<file path="src/rtl/s2f_count_capture_ctrl.sv">
// s2f_count_capture_ctrl: fast-domain qualifier for a slow-domain counter bus.
// Synchronises the slow update toggle and waits a settle window. It then
// captures the counter once per update and checks +1 continuity between captures.
// Optional feature macro: S2F_GRAY_DECODE_EN. When it is defined, src_count_i
// is Gray coded and is decoded to binary before capture and check.
module s2f_count_capture_ctrl #(
   parameter int unsigned WIDTH         = 4,
   parameter int unsigned SYNC_STAGES   = 2,
   parameter int unsigned SETTLE_CYCLES = 1,
   parameter int unsigned ERRCNT_W      = 8
) (
   input  logic                clk,
   input  logic                reset,
   input  logic                src_toggle_i,
   input  logic [WIDTH-1:0]    src_count_i,
   input  logic                capture_en_i,
   input  logic                clr_err_i,
   output logic [WIDTH-1:0]    count_out_o,
   output logic                count_valid_o,
   output logic                busy_o,
   output logic                seq_err_o,
   output logic                overrun_o,
   output logic [ERRCNT_W-1:0] err_count_o
);

   localparam int unsigned    CNT_W       = 4;
   localparam bit             NO_SETTLE   = (SETTLE_CYCLES == 0);
   localparam logic [CNT_W-1:0] SETTLE_LOAD =
      NO_SETTLE ? '0 : CNT_W'(SETTLE_CYCLES - 1);

   typedef enum logic {IDLE, SETTLE} state_t;

   state_t                  state_q;
   logic [SYNC_STAGES-1:0]  sync_q;
   logic                    hist_q;
   logic [CNT_W-1:0]        settle_cnt_q;
   logic                    first_q;
   logic [WIDTH-1:0]        count_out_q;
   logic                    count_valid_q;
   logic                    busy_q;
   logic                    seq_err_q,   seq_err_d;
   logic                    overrun_q,   overrun_d;
   logic [ERRCNT_W-1:0]     err_cnt_q,   err_cnt_d;

   logic [WIDTH-1:0]        src_bin_c;
   logic [WIDTH-1:0]        expect_c;
   logic                    edge_c;
   logic                    in_settle_c;
   logic                    cap_c;
   logic                    err_c;
   logic                    ovr_c;

   // Source value as seen by capture/check logic
`ifdef S2F_GRAY_DECODE_EN
   always_comb begin
      src_bin_c = '0;
      for (int i = 0; i < int'(WIDTH); i++) begin
         src_bin_c[i] = ^(src_count_i >> i);
      end
   end
`else
   assign src_bin_c = src_count_i;
`endif

   assign edge_c      = sync_q[SYNC_STAGES-1] ^ hist_q;
   assign in_settle_c = (state_q == SETTLE);
   assign expect_c    = count_out_q + WIDTH'(1);
   assign cap_c       = capture_en_i &&
                        ((!in_settle_c && edge_c && NO_SETTLE) ||
                         (in_settle_c && (settle_cnt_q == '0)));
   assign err_c       = cap_c && !first_q && (src_bin_c != expect_c);
   assign ovr_c       = in_settle_c && edge_c;

   // Toggle synchroniser and edge history; runs regardless of capture_en_i
   always_ff @(posedge clk) begin
      if (reset) begin
         sync_q <= '0;
         hist_q <= 1'b0;
      end else begin
         sync_q <= {sync_q[SYNC_STAGES-2:0], src_toggle_i};
         hist_q <= sync_q[SYNC_STAGES-1];
      end
   end

   // Capture sequencer: IDLE waits for an edge, SETTLE counts down to capture
   always_ff @(posedge clk) begin
      if (reset) begin
         state_q       <= IDLE;
         settle_cnt_q  <= '0;
         first_q       <= 1'b1;
         count_out_q   <= '0;
         count_valid_q <= 1'b0;
         busy_q        <= 1'b0;
      end else begin
         count_valid_q <= cap_c;
         if (cap_c) begin
            count_out_q <= src_bin_c;
            first_q     <= 1'b0;
         end
         case (state_q)
            IDLE: begin
               if (!capture_en_i) begin
                  first_q <= 1'b1;
               end else if (edge_c && !NO_SETTLE) begin
                  state_q      <= SETTLE;
                  settle_cnt_q <= SETTLE_LOAD;
                  busy_q       <= 1'b1;
               end
            end
            SETTLE: begin
               if (!capture_en_i) begin
                  state_q <= IDLE;
                  busy_q  <= 1'b0;
                  first_q <= 1'b1;
               end else if (settle_cnt_q == '0) begin
                  state_q <= IDLE;
                  busy_q  <= 1'b0;
               end else begin
                  settle_cnt_q <= settle_cnt_q - CNT_W'(1);
               end
            end
            default: begin
               state_q <= IDLE;
               busy_q  <= 1'b0;
            end
         endcase
      end
   end

   // Sticky flags and saturating counter; a new event beats a same-cycle clear
   always_comb begin
      seq_err_d = seq_err_q;
      overrun_d = overrun_q;
      err_cnt_d = err_cnt_q;
      if (clr_err_i) begin
         seq_err_d = 1'b0;
         overrun_d = 1'b0;
         err_cnt_d = '0;
      end
      if (err_c) begin
         seq_err_d = 1'b1;
         if (clr_err_i)
            err_cnt_d = ERRCNT_W'(1);
         else if (err_cnt_q != '1)
            err_cnt_d = err_cnt_q + ERRCNT_W'(1);
      end
      if (ovr_c) begin
         overrun_d = 1'b1;
      end
   end

   // Error state registers
   always_ff @(posedge clk) begin
      if (reset) begin
         seq_err_q <= 1'b0;
         overrun_q <= 1'b0;
         err_cnt_q <= '0;
      end else begin
         seq_err_q <= seq_err_d;
         overrun_q <= overrun_d;
         err_cnt_q <= err_cnt_d;
      end
   end

   assign count_out_o   = count_out_q;
   assign count_valid_o = count_valid_q;
   assign busy_o        = busy_q;
   assign seq_err_o     = seq_err_q;
   assign overrun_o     = overrun_q;
   assign err_count_o   = err_cnt_q;

endmodule

</file>
<file path="config.mk">
export PLATFORM = sky130hd
export DESIGN_NAME = s2f_count_capture_ctrl
export DESIGN_NICKNAME = d
export VERILOG_FILES = /design/src/rtl/s2f_count_capture_ctrl.sv
export SDC_FILE = /design/constraint.sdc
export NUM_CORES = 1
export LEC_CHECK = 0
export CORE_MARGIN = 2
export CORE_UTILIZATION = 49
export DETAILED_ROUTE_END_ITERATION = 7
export GPL_TIMING_DRIVEN = 0
export PLACE_DENSITY = 0.77
export SLEW_MARGIN = 0
export SYNTH_ARGS = -nofsm -noshare
export SYNTH_HDL_FRONTEND = slang
export SYNTH_SLANG_ARGS = --single-unit
</file>
<file path="constraint.sdc">
create_clock -name clk -period 2.5 [get_ports clk]
set_input_delay 0.75 -clock clk [delete_from_list [all_inputs] [get_ports clk]]
set_output_delay 0.75 -clock clk [all_outputs]
set_load 0.02 [all_outputs]
</file>
==> results.sh, run 1 <==
export IMPL_status="finished clean"
export IMPL_syn2layout_area_growth_pct=25.3
export IMPL_yosys_area_share_simple_pct=28.1
export IMPL_hold_path_class="flip-flop to flip-flop"
export IMPL_clkSinkCount=25
export IMPL_grt_pass1_vias=979
export IMPL_maxClockFrequency_mhz=467
export IMPL_leakage_nw=0.585
export IMPL_synth_xor_area_share_pct=6.99
export IMPL_p_total_w=0.000660
export IMPL_final_antenna_net_count=0
export IMPL_vias=1040
export IMPL_hold_violations=0
export IMPL_path_class="flip-flop to output pin"
export IMPL_post_cts_setup_buffers=0
export IMPL_clkLatencyLatePin_ps=320
export IMPL_combPwrFrac_pct=10.6
export IMPL_whs_endpoint="sync_q[1]"
export IMPL_worstReg2RegStart="settle_cnt_q[0]"
export IMPL_synthMuxAreaShare_pct=4.18
export IMPL_cts_root_buf="clkbuf_4"
export IMPL_final_cells=186
export IMPL_synth_cells=130
export IMPL_core_um2=2250
export IMPL_mostFrequentLayoutCells="dfxtp_1, clkdlybuf4s50_1, nor2_1"
export IMPL_seq_area_frac_synth_pct=41.8
export IMPL_multi_input_area_um2=668
export IMPL_critPathTopFamily="buffers and inverters"
export IMPL_avgSynthCellArea_um2=9.22
export IMPL_fill_cells=203
export IMPL_fin_crit_sh_pct=85.6
export IMPL_cp_slowest_stage_delay_ps=640
export IMPL_grt_pass1_wl_um=4240
export IMPL_drive_above_1_share_pct=6.96
export IMPL_worst_hold_startpoint="sync_q[0]"
export IMPL_synth_ff_latch_count=25
export IMPL_yosysWarnings=0
export IMPL_end_kind="output pin"
export IMPL_vias_per_cell=5.59
export IMPL_whs_path_depth=1
export IMPL_cts_made_buffers=3
export IMPL_synth_cell_type_count=38
export IMPL_cts_tree="done"
export IMPL_cp_num_buf_inv=1
export IMPL_antenna_found_initial=0
export IMPL_synth_top_family_by_area="simple AND/OR/NAND/NOR gates"
export IMPL_finalClockSkew_ps=10.2
export IMPL_seq_area_um2=500
export IMPL_drt_iter0_drc=23
export IMPL_reg2reg_setup_slack_ps=490
export IMPL_clockBufferDepth=2
export IMPL_min_period_ps=2140
export IMPL_slew_headroom_pct=70.6
export IMPL_gp_congestion=0.763
export IMPL_first_pass_iters=4
export IMPL_internal_power_w=0.000501
export IMPL_required_ps=1750
export IMPL_grt_total_usage_pct=20.5
export IMPL_synth_area_um2=1200
export IMPL_slowest_stage="clkdlybuf4s50_1"
export IMPL_final_core_util_pct=66.6
export IMPL_p_seq_share_pct=62.3
export IMPL_ff2ff_path_depth=7
export IMPL_vdd_ir_drop_max_mv=0.374
export IMPL_wl_per_cell_um=13.5
export IMPL_die_x_um=53.5
export IMPL_timing_rr_end="err_count_o[7]"
export IMPL_path_cells="clkdlybuf4s50_1"
export IMPL_ctsResizeCount=0
export IMPL_synth_compound_area_share_pct=12.3
export IMPL_initial_core_util_pct=53.2
export IMPL_dp_cells=182
export IMPL_htreeDepth=1
export IMPL_whs_ps=468
export IMPL_finalMaxSlewViolations=0
export IMPL_nets=172
export IMPL_critPathMaxFanout=6
export IMPL_p_switching_w=0.000159
export IMPL_synthAdderAreaFrac_pct=4.18
export IMPL_drc=0
export IMPL_setup_tns_final_ps=0
export IMPL_pin_count=25
export IMPL_numPortBuffers=24
export IMPL_diodes=0
export IMPL_crit_cells=1
export IMPL_cts_hold_buf=0
export IMPL_drt_total_wl_um=2510
export IMPL_maxCapViolCount=0
export IMPL_tightest_slew_ps=441
export IMPL_clk_pin_slew_worst_paths_ps=130
export IMPL_power_density_nw_per_um2=440
export IMPL_worstPathArrival_ps=1390
export IMPL_die_area_um2=2860
export IMPL_overflow=0
export IMPL_clkPwrFrac_pct=27.2
export IMPL_swShare_pct=24.1
export IMPL_crit_path_start_kind="flip-flop"
export IMPL_hpwl_um=1930
export IMPL_placementRows=17
export IMPL_die_h_um=53.5
export IMPL_syn_nets=143
export IMPL_final_common_cell="dfxtp_1"
export IMPL_rsz0062_at_grt="no"
export IMPL_grt_max_degree=15
export IMPL_finalSetupViolCount=0
==> logic make-up after synthesis <==
logic type | after synthesis
AND/OR/NAND/NOR | 57
flip-flops | 25
AO/OA/AOI/OAI | 24
XOR/XNOR | 8
buffers and inverters | 7
multiplexers | 5
adder cells (fa/ha/maj) | 4
==> synthesized netlist by cell type <==
| cell type | n | area share, % |
|---|---|---|
| nand4_1 | 4 | 2.1 |
| o21bai_1 | 1 | 0.63 |
| or3_1 | 6 | 3.1 |
| buf_1 | 1 | 0.31 |
| nor3b_1 | 1 | 0.63 |
| nand2b_1 | 1 | 0.52 |
| nor2_1 | 14 | 4.4 |
| xnor3_1 | 1 | 1.9 |
| buf_4 | 1 | 0.63 |
| mux2i_1 | 5 | 4.2 |
| and3_1 | 4 | 2.1 |
| a22oi_1 | 1 | 0.63 |
| o21ai_2 | 1 | 0.73 |
| inv_1 | 4 | 1.3 |
| a21oi_1 | 10 | 4.2 |
| a21bo_2 | 1 | 0.84 |
| nor3b_4 | 1 | 1.6 |
| o21ai_0 | 6 | 2.5 |
| nor4_1 | 1 | 0.52 |
| xor2_1 | 3 | 2.2 |
| o31ai_1 | 1 | 0.63 |
| nor2b_1 | 4 | 2.1 |
| or2_2 | 1 | 0.52 |
| nand2_1 | 6 | 1.9 |
| dfxtp_1 | 25 | 42 |
| nand3b_1 | 1 | 0.63 |
| and4_1 | 1 | 0.73 |
| clkbuf_1 | 1 | 0.31 |
| nand4bb_4 | 1 | 2.3 |
| xnor2_1 | 4 | 2.9 |
| nor2_2 | 1 | 0.52 |
| nor3_1 | 2 | 0.84 |
| and3b_1 | 1 | 0.73 |
| ha_1 | 4 | 4.2 |
| o211ai_1 | 1 | 0.63 |
| o311a_1 | 1 | 0.84 |
| nand3_1 | 7 | 2.9 |
| o41ai_1 | 1 | 0.73 |
==> stage by stage <==
step	worst slack [ps]	area [um2]
floorplan	686	1200
global placement	110	1470
detailed placement	36.9	1470
CTS	349	1500
global route	288	1500
finish	360	1500
==> flip-flops by register name (all words and copies together) (netlist names) <==
| signal | count |
|---|---|
| seq_err_o | 1 |
| in_settle_c | 1 |
| sync_q | 2 |
| hist_q | 1 |
| first_q | 1 |
| err_count_o | 8 |
| overrun_o | 1 |
| settle_cnt_q | 4 |
| busy_o | 1 |
| count_out_o | 4 |
| count_valid_o | 1 |
==> worst reg2reg max path: stages, from the launching register on <==
cell       delay [ps]
dfxtp_1           380
inv_1             100
ha_1              280
nand4bb_4         170
nor3b_4           350
o21ai_2           160
or3_1             370
a21oi_1           140
==> metal layers <==
layer | wire [um] | part of all wire [%] | global-route usage, % | up-vias
li1 | - | - | - | 521
met1 | 1040 | 42 | 24.5 | 490
met2 | 1300 | 52 | 34.8 | 22
met3 | 99 | 4.0 | 3.11 | 7
met4 | 62 | 2.5 | 11.1 | 0
met5 | 0 | 0 | 0 | -
==> worst max-delay path by stage <==
| stage | startpoint | to |
|---|---|---|
| finish | err_count_o[1] | err_count_o[1] |
| global route | err_count_o[1] | err_count_o[1] |
| CTS | err_count_o[1] | err_count_o[1] |
| detailed placement | src_count_i[2] | err_count_o[0] |
| global placement | capture_en_i | err_count_o[7] |
| floorplan | src_count_i[2] | err_count_o[7] |
==> power groups by stage <==
| stage | sequential, W | clock [W] | combinational [W] |
|---|---|---|---|
| floorplan | 0.000421 | 0 | 0.0000397 |
| global placement | 0.000419 | 0 | 0.0000681 |
| detailed placement | 0.000420 | 0 | 0.0000702 |
| CTS | 0.000411 | 0.000182 | 0.0000705 |
| global route | 0.000412 | 0.000202 | 0.0000767 |
| finish | 0.000411 | 0.000179 | 0.0000698 |
==> cell type report <==
class,instances,share of cell area [%]
flip-flops and latches,25,33.3
multi-input cells,98,44.5
inverters,4,1.00
clock buffers,3,1.50
well taps,28,2.33
repair buffers,24,16.0
clock inverters,1,0.333
plain buffers,3,1.00
Power figures use the tool's default switching activity.
==> run 2: changes to the inputs <==
--- a/config.mk
+++ b/config.mk
@@ -10,6 +10,7 @@
 export DETAILED_ROUTE_END_ITERATION = 7
 export GPL_TIMING_DRIVEN = 0
 export PLACE_DENSITY = 0.77
+export SETUP_SLACK_MARGIN = 0.2
 export SLEW_MARGIN = 0
 export SYNTH_ARGS = -nofsm -noshare
 export SYNTH_HDL_FRONTEND = slang
==> results of run 2 <==
Final layout, timing and power as in run 1 (identical DEF).
==> run 3: changes to the inputs <==
--- a/config.mk
+++ b/config.mk
@@ -5,6 +5,7 @@
 export SDC_FILE = /design/constraint.sdc
 export NUM_CORES = 1
 export LEC_CHECK = 0
+export CAP_MARGIN = 20
 export CORE_MARGIN = 2
 export CORE_UTILIZATION = 49
 export DETAILED_ROUTE_END_ITERATION = 7
==> results of run 3 <==
Final layout, timing and power as in run 1 (identical DEF).
